`src/rtl/ysyx_22050612_mem_pkg.sv`:
```
// rtl/ysyx_22050612_mem_pkg.sv - shared encodings and defaults for the pmem arbiter
package ysyx_22050612_mem_pkg;

    typedef enum logic [1:0] {
        ST_IDLE  = 2'd0,
        ST_ISSUE = 2'd1,
        ST_WAIT  = 2'd2
    } state_e;

    typedef enum logic {
        OWN_IF = 1'b0,
        OWN_LS = 1'b1
    } owner_e;

    localparam int DEFAULT_TIMEOUT = 255;

endpackage

```
`src/rtl/ysyx_22050612_rr_arb2.sv`:
```
// rtl/ysyx_22050612_rr_arb2.sv - two-way round-robin winner select
module ysyx_22050612_rr_arb2
    import ysyx_22050612_mem_pkg::*;
(
    input  logic [1:0] req,
    input  owner_e     last_grant,
    output logic [1:0] grant
);

    // bit 0 = fetch, bit 1 = load/store; on contention the side not served last wins
    always_comb begin
        grant = req;
        if (&req) begin
            grant = (last_grant == OWN_IF) ? 2'b10 : 2'b01;
        end
    end

endmodule

```
`src/rtl/ysyx_22050612_mem_arbiter.sv`:
```
// rtl/ysyx_22050612_mem_arbiter.sv - shares the pmem port between fetch and load/store
module ysyx_22050612_mem_arbiter
    import ysyx_22050612_mem_pkg::*;
#(
    parameter int AW      = 64,
    parameter int DW      = 64,
    parameter int TIMEOUT = DEFAULT_TIMEOUT
) (
    input  logic          clk,
    input  logic          rst,
    input  logic          if_req_valid,
    output logic          if_req_ready,
    input  logic [AW-1:0] if_addr,
    output logic          if_resp_valid,
    output logic [DW-1:0] if_rdata,
    input  logic          ls_req_valid,
    output logic          ls_req_ready,
    input  logic [AW-1:0] ls_addr,
    input  logic          ls_wen,
    input  logic [DW-1:0] ls_wdata,
    input  logic [7:0]    ls_wmask,
    output logic          ls_resp_valid,
    output logic [DW-1:0] ls_rdata,
    output logic          mem_req_valid,
    input  logic          mem_req_ready,
    output logic [AW-1:0] mem_addr,
    output logic          mem_wen,
    output logic [DW-1:0] mem_wdata,
    output logic [7:0]    mem_wmask,
    input  logic          mem_resp_valid,
    input  logic [DW-1:0] mem_rdata,
    output logic          busy,
    output logic          timeout_err
);

    localparam int CW = $clog2(TIMEOUT + 1);
    localparam logic [CW-1:0] CNT_LAST = CW'(TIMEOUT - 1);

    state_e        state_q;
    owner_e        owner_q;
    owner_e        last_grant_q;
    logic [CW-1:0] cnt_q;
    logic          timeout_err_q;
    logic [AW-1:0] addr_q;
    logic          wen_q;
    logic [DW-1:0] wdata_q;
    logic [7:0]    wmask_q;

    logic [1:0]    req;
    logic [1:0]    grant;
    logic          accept;
    logic          in_flight;
    logic          mem_done;
    logic          tmo;
    logic          resp_fire;
    logic [DW-1:0] resp_data;

    assign req = {ls_req_valid, if_req_valid};

    ysyx_22050612_rr_arb2 u_rr_arb2 (
        .req        (req),
        .last_grant (last_grant_q),
        .grant      (grant)
    );

    assign accept    = (state_q == ST_IDLE) && (|grant) && !rst;
    assign in_flight = (state_q == ST_ISSUE) || (state_q == ST_WAIT);
    assign mem_done  = mem_resp_valid &&
                       ((state_q == ST_WAIT) || ((state_q == ST_ISSUE) && mem_req_ready));
    // the cycle in which the counter would reach TIMEOUT is the abort cycle
    assign tmo       = in_flight && !mem_done && (cnt_q == CNT_LAST);
    assign resp_fire = (mem_done || tmo) && !rst;
    assign resp_data = (mem_done && !wen_q) ? mem_rdata : '0;

    assign if_req_ready  = accept && grant[0];
    assign ls_req_ready  = accept && grant[1];
    assign if_resp_valid = resp_fire && (owner_q == OWN_IF);
    assign ls_resp_valid = resp_fire && (owner_q == OWN_LS);
    assign if_rdata      = if_resp_valid ? resp_data : '0;
    assign ls_rdata      = ls_resp_valid ? resp_data : '0;

    assign mem_req_valid = (state_q == ST_ISSUE);
    assign mem_addr      = addr_q;
    assign mem_wen       = wen_q;
    assign mem_wdata     = wdata_q;
    assign mem_wmask     = wmask_q;
    assign busy          = (state_q != ST_IDLE);
    assign timeout_err   = timeout_err_q;

    always_ff @(posedge clk) begin
        if (rst) begin
            state_q       <= ST_IDLE;
            owner_q       <= OWN_IF;
            last_grant_q  <= OWN_IF;
            cnt_q         <= '0;
            timeout_err_q <= 1'b0;
            addr_q        <= '0;
            wen_q         <= 1'b0;
            wdata_q       <= '0;
            wmask_q       <= '0;
        end else begin
            if (tmo) begin
                timeout_err_q <= 1'b1;
            end
            case (state_q)
                ST_IDLE: begin
                    if (accept) begin
                        cnt_q   <= '0;
                        state_q <= ST_ISSUE;
                        if (grant[1]) begin
                            owner_q      <= OWN_LS;
                            last_grant_q <= OWN_LS;
                            addr_q       <= ls_addr;
                            wen_q        <= ls_wen;
                            wdata_q      <= ls_wdata;
                            wmask_q      <= ls_wmask;
                        end else begin
                            owner_q      <= OWN_IF;
                            last_grant_q <= OWN_IF;
                            addr_q       <= if_addr;
                            wen_q        <= 1'b0;
                            wdata_q      <= '0;
                            wmask_q      <= '0;
                        end
                    end
                end
                ST_ISSUE: begin
                    cnt_q <= cnt_q + CW'(1);
                    if (mem_done || tmo) begin
                        state_q <= ST_IDLE;
                    end else if (mem_req_ready) begin
                        state_q <= ST_WAIT;
                    end
                end
                ST_WAIT: begin
                    cnt_q <= cnt_q + CW'(1);
                    if (mem_done || tmo) begin
                        state_q <= ST_IDLE;
                    end
                end
                default: state_q <= ST_IDLE;
            endcase
        end
    end

endmodule

```
`config.mk`:
```
export PLATFORM = sky130hd
export DESIGN_NAME = ysyx_22050612_mem_arbiter
export DESIGN_NICKNAME = d
export VERILOG_FILES = /design/src/rtl/ysyx_22050612_mem_pkg.sv /design/src/rtl/ysyx_22050612_rr_arb2.sv /design/src/rtl/ysyx_22050612_mem_arbiter.sv
export SDC_FILE = /design/constraint.sdc
export NUM_CORES = 1
export LEC_CHECK = 0
export CAP_MARGIN = 10
export CORE_AREA = 2 2 209 211
export DETAILED_ROUTE_END_ITERATION = 10
export DIE_AREA = 0 0 211 213
export SLEW_MARGIN = 20
export SYNTH_ARGS = -nofsm -noshare
export SYNTH_HDL_FRONTEND = slang
export SYNTH_HIERARCHICAL = 1
export SYNTH_SLANG_ARGS = --single-unit
```
`constraint.sdc`:
```
create_clock -name clk -period 6.76 [get_ports clk]
set_input_delay 2.028 -clock clk [delete_from_list [all_inputs] [get_ports clk]]
set_output_delay 2.028 -clock clk [all_outputs]
set_load 0.01 [all_outputs]
```
# Word-level counts from Yosys, hierarchy flattened
# Cells that the tools add are included.
# totals
ram_bits	0
reg_bits	149
romBits	0
elab_cells	60
latchBits	0
mem_count	0
# op_classes
add_sub_neg	1
mul	0
n_reduce_logical	27
shifts	0
mux	17
order_cmp	0
bitwise_logic	1
n_eq_ne	6
n_div	0
# op_table
cell	n
$mux 64	5
$mux 8	2
$pmux 8 s2	1
$logic_and 1x1->1	12
$mux 2	6
$add 8x1->8 const B	1
$eq 8x8->1 const B	1
$pmux 2 s3	1
$reduce_and 2->1	3
$reduce_bool 2->1	2
$reduce_or 2->1	2
$logic_not 1->1	3
$logic_or 1x1->1	3
$ne 3x1->1 const B	1
$reduce_and 3->1	1
$eq 2x1->1 const B	1
$eq 2x2->1 const B	1
$logic_not 2->1	1
$mux 1	2
$ne 2x1->1 const B	1
$ne 2x2->1 const B	1
$not 1->1	1

# Logic depth before layout (Yosys ltp)
# depth
depth_word	11
ltp_mapped	8
ltp_nobuf	6

# Modules after synthesis
# Netlist, hierarchy kept.
# modules_own_cells
module	instances	cells_each	area_per_inst_um2
ysyx_22050612_mem_arbiter	1	683	6447.4
ysyx_22050612_rr_arb2	1	3	18.8

# Worst setup path after synthesis
# OpenSTA, ideal clock, no wires.
# synth_timing
path_kind	input to output
from	input port mem_req_ready
to	output port if_rdata[43]
cell_stages	6
t_arrival_ns	2.963
path_slack_ns	1.769
path_buffers	2
required_ns	4.732
path_cell_list	a21o_1 nand2_1 nor2_1 clkbuf_1 clkbuf_1 and3_1
# synth_via
elab_chain_len	10
elab_cells_between_ends	12
classes_between	mux (2); reduce/logical (10)
# synth_rtl
item	line_no	rtl
start: declaration	ysyx_22050612_mem_arbiter.sv:25	input logic mem_req_ready,
$logic_and 1x1->1 (*)	ysyx_22050612_mem_arbiter.sv:69	((state_q == ST_WAIT) || ((state_q == ST_ISSUE) && mem_req_ready));
$logic_or 1x1->1 (*)	ysyx_22050612_mem_arbiter.sv:69	
$logic_and 1x1->1 (*)	ysyx_22050612_mem_arbiter.sv:68	assign mem_done = mem_resp_valid &&
$logic_not 1->1	ysyx_22050612_mem_arbiter.sv:71	assign tmo = in_flight && !mem_done && (cnt_q == CNT_LAST);
$logic_and 1x1->1 (2 in series)	ysyx_22050612_mem_arbiter.sv:71	
$logic_or 1x1->1	ysyx_22050612_mem_arbiter.sv:72	assign resp_fire = (mem_done || tmo) && !rst;
$logic_and 1x1->1	ysyx_22050612_mem_arbiter.sv:72	
$logic_and 1x1->1	ysyx_22050612_mem_arbiter.sv:77	assign if_resp_valid = resp_fire && (owner_q == OWN_IF);
$mux 64 (*)	ysyx_22050612_mem_arbiter.sv:79	assign if_rdata = if_resp_valid ? resp_data : '0;
end: declaration	ysyx_22050612_mem_arbiter.sv:15	output logic [DW-1:0] if_rdata,
# Every way passes the cells marked *; elsewhere a longest branch is shown, timed or not.

# Worst setup path in the final report
# layout_timing
from	input port mem_req_ready
to	output port ls_rdata[3]
# layout_via
elab_chain_len	10
elab_cells_between_ends	12
classes_between	mux (2); reduce/logical (10)
# layout_rtl
item	line_no	rtl
$logic_and 1x1->1 (*)	ysyx_22050612_mem_arbiter.sv:69	
$logic_or 1x1->1 (*)	ysyx_22050612_mem_arbiter.sv:69	
$logic_and 1x1->1 (*)	ysyx_22050612_mem_arbiter.sv:68	
$logic_not 1->1	ysyx_22050612_mem_arbiter.sv:71	
$logic_and 1x1->1 (2 in series)	ysyx_22050612_mem_arbiter.sv:71	
$logic_or 1x1->1	ysyx_22050612_mem_arbiter.sv:72	
$logic_and 1x1->1	ysyx_22050612_mem_arbiter.sv:72	
$logic_and 1x1->1	ysyx_22050612_mem_arbiter.sv:78	assign ls_resp_valid = resp_fire && (owner_q == OWN_LS);
$mux 64 (*)	ysyx_22050612_mem_arbiter.sv:80	assign ls_rdata = ls_resp_valid ? resp_data : '0;
end: declaration	ysyx_22050612_mem_arbiter.sv:23	output logic [DW-1:0] ls_rdata,
# Marked as above.

==> results_dict.tcl <==
set metrics [dict create \
    fp.dieW_um 211 \
    dp_hpwl_um 25860 \
    min_to "mem_addr[46]$_SDFFE_PP0P_" \
    wl_um 32260 \
    cts_num_sinks 149 \
    worst-path-buf-inv 3 \
    antenna_found_initial 10 \
    yosys-top-cells-area "dfxtp_1 (46%), and3_1 (13%), mux2i_1 (10%)" \
    ir_drop_v 0.0001767 \
    vias 7297 \
    cp_slowest_cell "clkdlybuf4s50_1" \
    tightest_slew_ps 901.5 \
    htreeDepth 4 \
    hp-class "flip-flop to flip-flop" \
    fmax_mhz 158.3 \
    status "finished clean" \
    syn-instance-count 686 \
    fin_crit_ps 6318 \
    cts_tree "done" \
    drtIter0Drc 467 \
    synth_largest_area_cell "dfxtp_1" \
    cpPeakStageDelay_ps 540 \
    syn_nets 963 \
    grt_max_degree 75 \
    wl_per_cell_um 18.28 \
    final-seq-area_mm2 0.002983 \
    num-fill-cells 4486 \
    vias_per_cell 4.134 \
    required_ps 4730 \
    first_global_vias 7153 \
    fin_crit_sh 0.9346 \
    ys_dominant_reg_cell "dfxtp_1" \
    area_growth_pct 101.5 \
    cp_cell_sequence "clkdlybuf4s50_1, a21o_1, nand2_1, nor2_4, buf_4, and3_1, clkdlybuf4s50_1" \
    crit_top_cell "clkdlybuf4s50_1" \
    crit_fanout 24 \
    start_kind "input port" \
    multi_input_area_mm2 0.003153 \
    maxSlewHeadroom 0.3990 \
    cpLargestDelayFamily "buffers and inverters" \
    drive_gt1_frac 0.04950 \
    clk_pin_slew_ps 60 \
    ys_seq_area_frac 0.4613 \
    synth_most_common_cell "dfxtp_1" \
    cts_setup_buffers 0 \
    fin_cells 1765 \
    reg2reg_from "last_grant_q$_SDFFE_PP0P_" \
    hold_depth 2 \
    cp-end-kind "output pin" \
    grt.total_usage 0.1380 \
    maxCapViolCount 0 \
    ys_types 39 \
    rsz0062_at_grt "no" \
    fp.dieArea_mm2 0.04494 \
    r2r_cells 6 \
    start_util 0.1514 \
    drv_slew 0 \
    power_density_mw_per_mm2 254.0 \
    crit_cells 7 \
    synth_edf_count 0 \
    root_buffer "clkbuf_16" \
    cp.arrival_ps 4290 \
    hold_viol 0 \
    die_y_um 213 \
    grt_pass1_wl_um 45390 \
    place_congestion 0.8350 \
    skew_ps 14.29 \
    cts_resized 0 \
    core_area_mm2 0.04270 \
    p_leak_nw 5.315 \
    cts_buffer_depth 2 \
    finalSetupViolCount 0 \
    syn_area_mm2 0.006466 \
    overflow 0 \
    pin_count 543 \
    numCtsBuffers 17 \
    cts_hold_buf 0 \
    r2r_slack_ps 4080 \
    crit_type "input port to output pin" \
    rows 76 \
    ant_nets 0 \
    ys_warn_count 6 \
    timing.rr.end "mem_wdata[34]$_SDFFE_PP0P_" \
    ys_top_cells_by_count "dfxtp_1 (149), and3_1 (130), a22o_1 (73), nand2_1 (72), o21ai_0 (71)" \
    netlist.area_leader.share 0.4613 \
    async_reset_ff_frac 0 \
    min_from "mem_addr[46]$_SDFFE_PP0P_" \
    dp.cells 1726 \
    synth-seq-cells 149 \
    setup_tns_ps 0 \
    dr.pass1.iters 4 \
    syn_area_per_cell_um2 9.426 \
    insertion_delay_ps 460 \
    fin_nets 1476 \
    drc_errors 0 \
    io_buffers 542 \
]
-- worst min-delay path, stage by stage (launching register included) --
cell     delay (ps)
dfxtp_1         320
nand2_1          40
o21ai_0          50
-- routing by layer --
metal / global-route usage / routed length (µm)
met3: 0.04648 / 2651
met5: 0 / 0
met2: 0.2395 / 16350
met1: 0.1429 / 12010
met4: 0.08864 / 1251
-- final cells by class --
cell class / instances / area share
Antenna cell: 7 / 0.001344
Timing Repair Buffer: 561 / 0.4302
Multi-Input combinational cell: 463 / 0.2420
Inverter: 7 / 0.002017
Clock buffer: 17 / 0.03265
Tap cell: 546 / 0.05243
Sequential cell: 149 / 0.2289
Clock inverter: 15 / 0.01037
-- power by group --
group	internal (mW)	leakage (nW)	total [mW]	switching, mW
clock network	0.486	0.274	0.937	0.450
registers	1.06	1.22	1.16	0.103
logic	0.630	3.82	1.21	0.578
total	2.18	5.31	3.31	1.13
-- registers in the layout (all words and copies together) (netlist names) --
| register | count |
|---|---|
| mem_wen | 1 |
| mem_wmask | 8 |
| state_q | 2 |
| timeout_err | 1 |
| mem_addr | 64 |
| cnt_q | 8 |
| last_grant_q | 1 |
| mem_wdata | 64 |
-- cell usage in the layout (no fill, tap or decap), types with 6 or more instances in the layout --
master	n
clkdlybuf4s50_1	542
buf_4	16
and3_1	129
clkbuf_16	17
diode_2	7
inv_6	7
nand2_1	72
dfxtp_1	149
inv_1	7
o21ai_0	71
a21oi_1	8
a22o_1	73
mux2i_1	65
ha_1	6
-- metrics by stage --
| step | area, µm² | utilization | hold WS [ps] | setup WS [ps] | total power [mW] |
|---|---|---|---|---|---|
| after CTS | 13010 | 0.3047 | 457.2 | 463.1 | 3.369 |
| after global placement | 12450 | 0.2916 | 432.0 | 513.0 | 2.382 |
| after detailed placement | 12450 | 0.2916 | 441.0 | 465.3 | 2.398 |
| after global routing | 13030 | 0.3052 | 478.0 | 299.8 | 3.497 |
| final | 13030 | 0.3052 | 451.3 | 442.4 | 3.309 |
| after floorplan | 6466 | - | 452.2 | 1769 | 1.683 |
-- cell families (layout without fill, tap and decap cells) --
family | after synthesis | count (layout) | synth area share
other cells | 0 | 7 | 0
buf+inv | 74 | 600 | 0.05689
flops | 149 | 149 | 0.4613
simple gates | 225 | 225 | 0.1912
fa+ha+maj | 6 | 6 | 0.01161
mux | 65 | 65 | 0.1006
compound gates | 167 | 167 | 0.1784
-- how the worst max path moves through the flow --
stage / start / endpoint
global placement: mem_req_ready / if_rdata[32]
global route: mem_req_ready / if_rdata[46]
CTS: mem_req_ready / if_rdata[46]
detailed placement: mem_req_ready / if_rdata[46]
floorplan: mem_req_ready / if_rdata[43]
finish: mem_req_ready / ls_rdata[3]
Note: power is estimated with default switching activity, not from simulation.
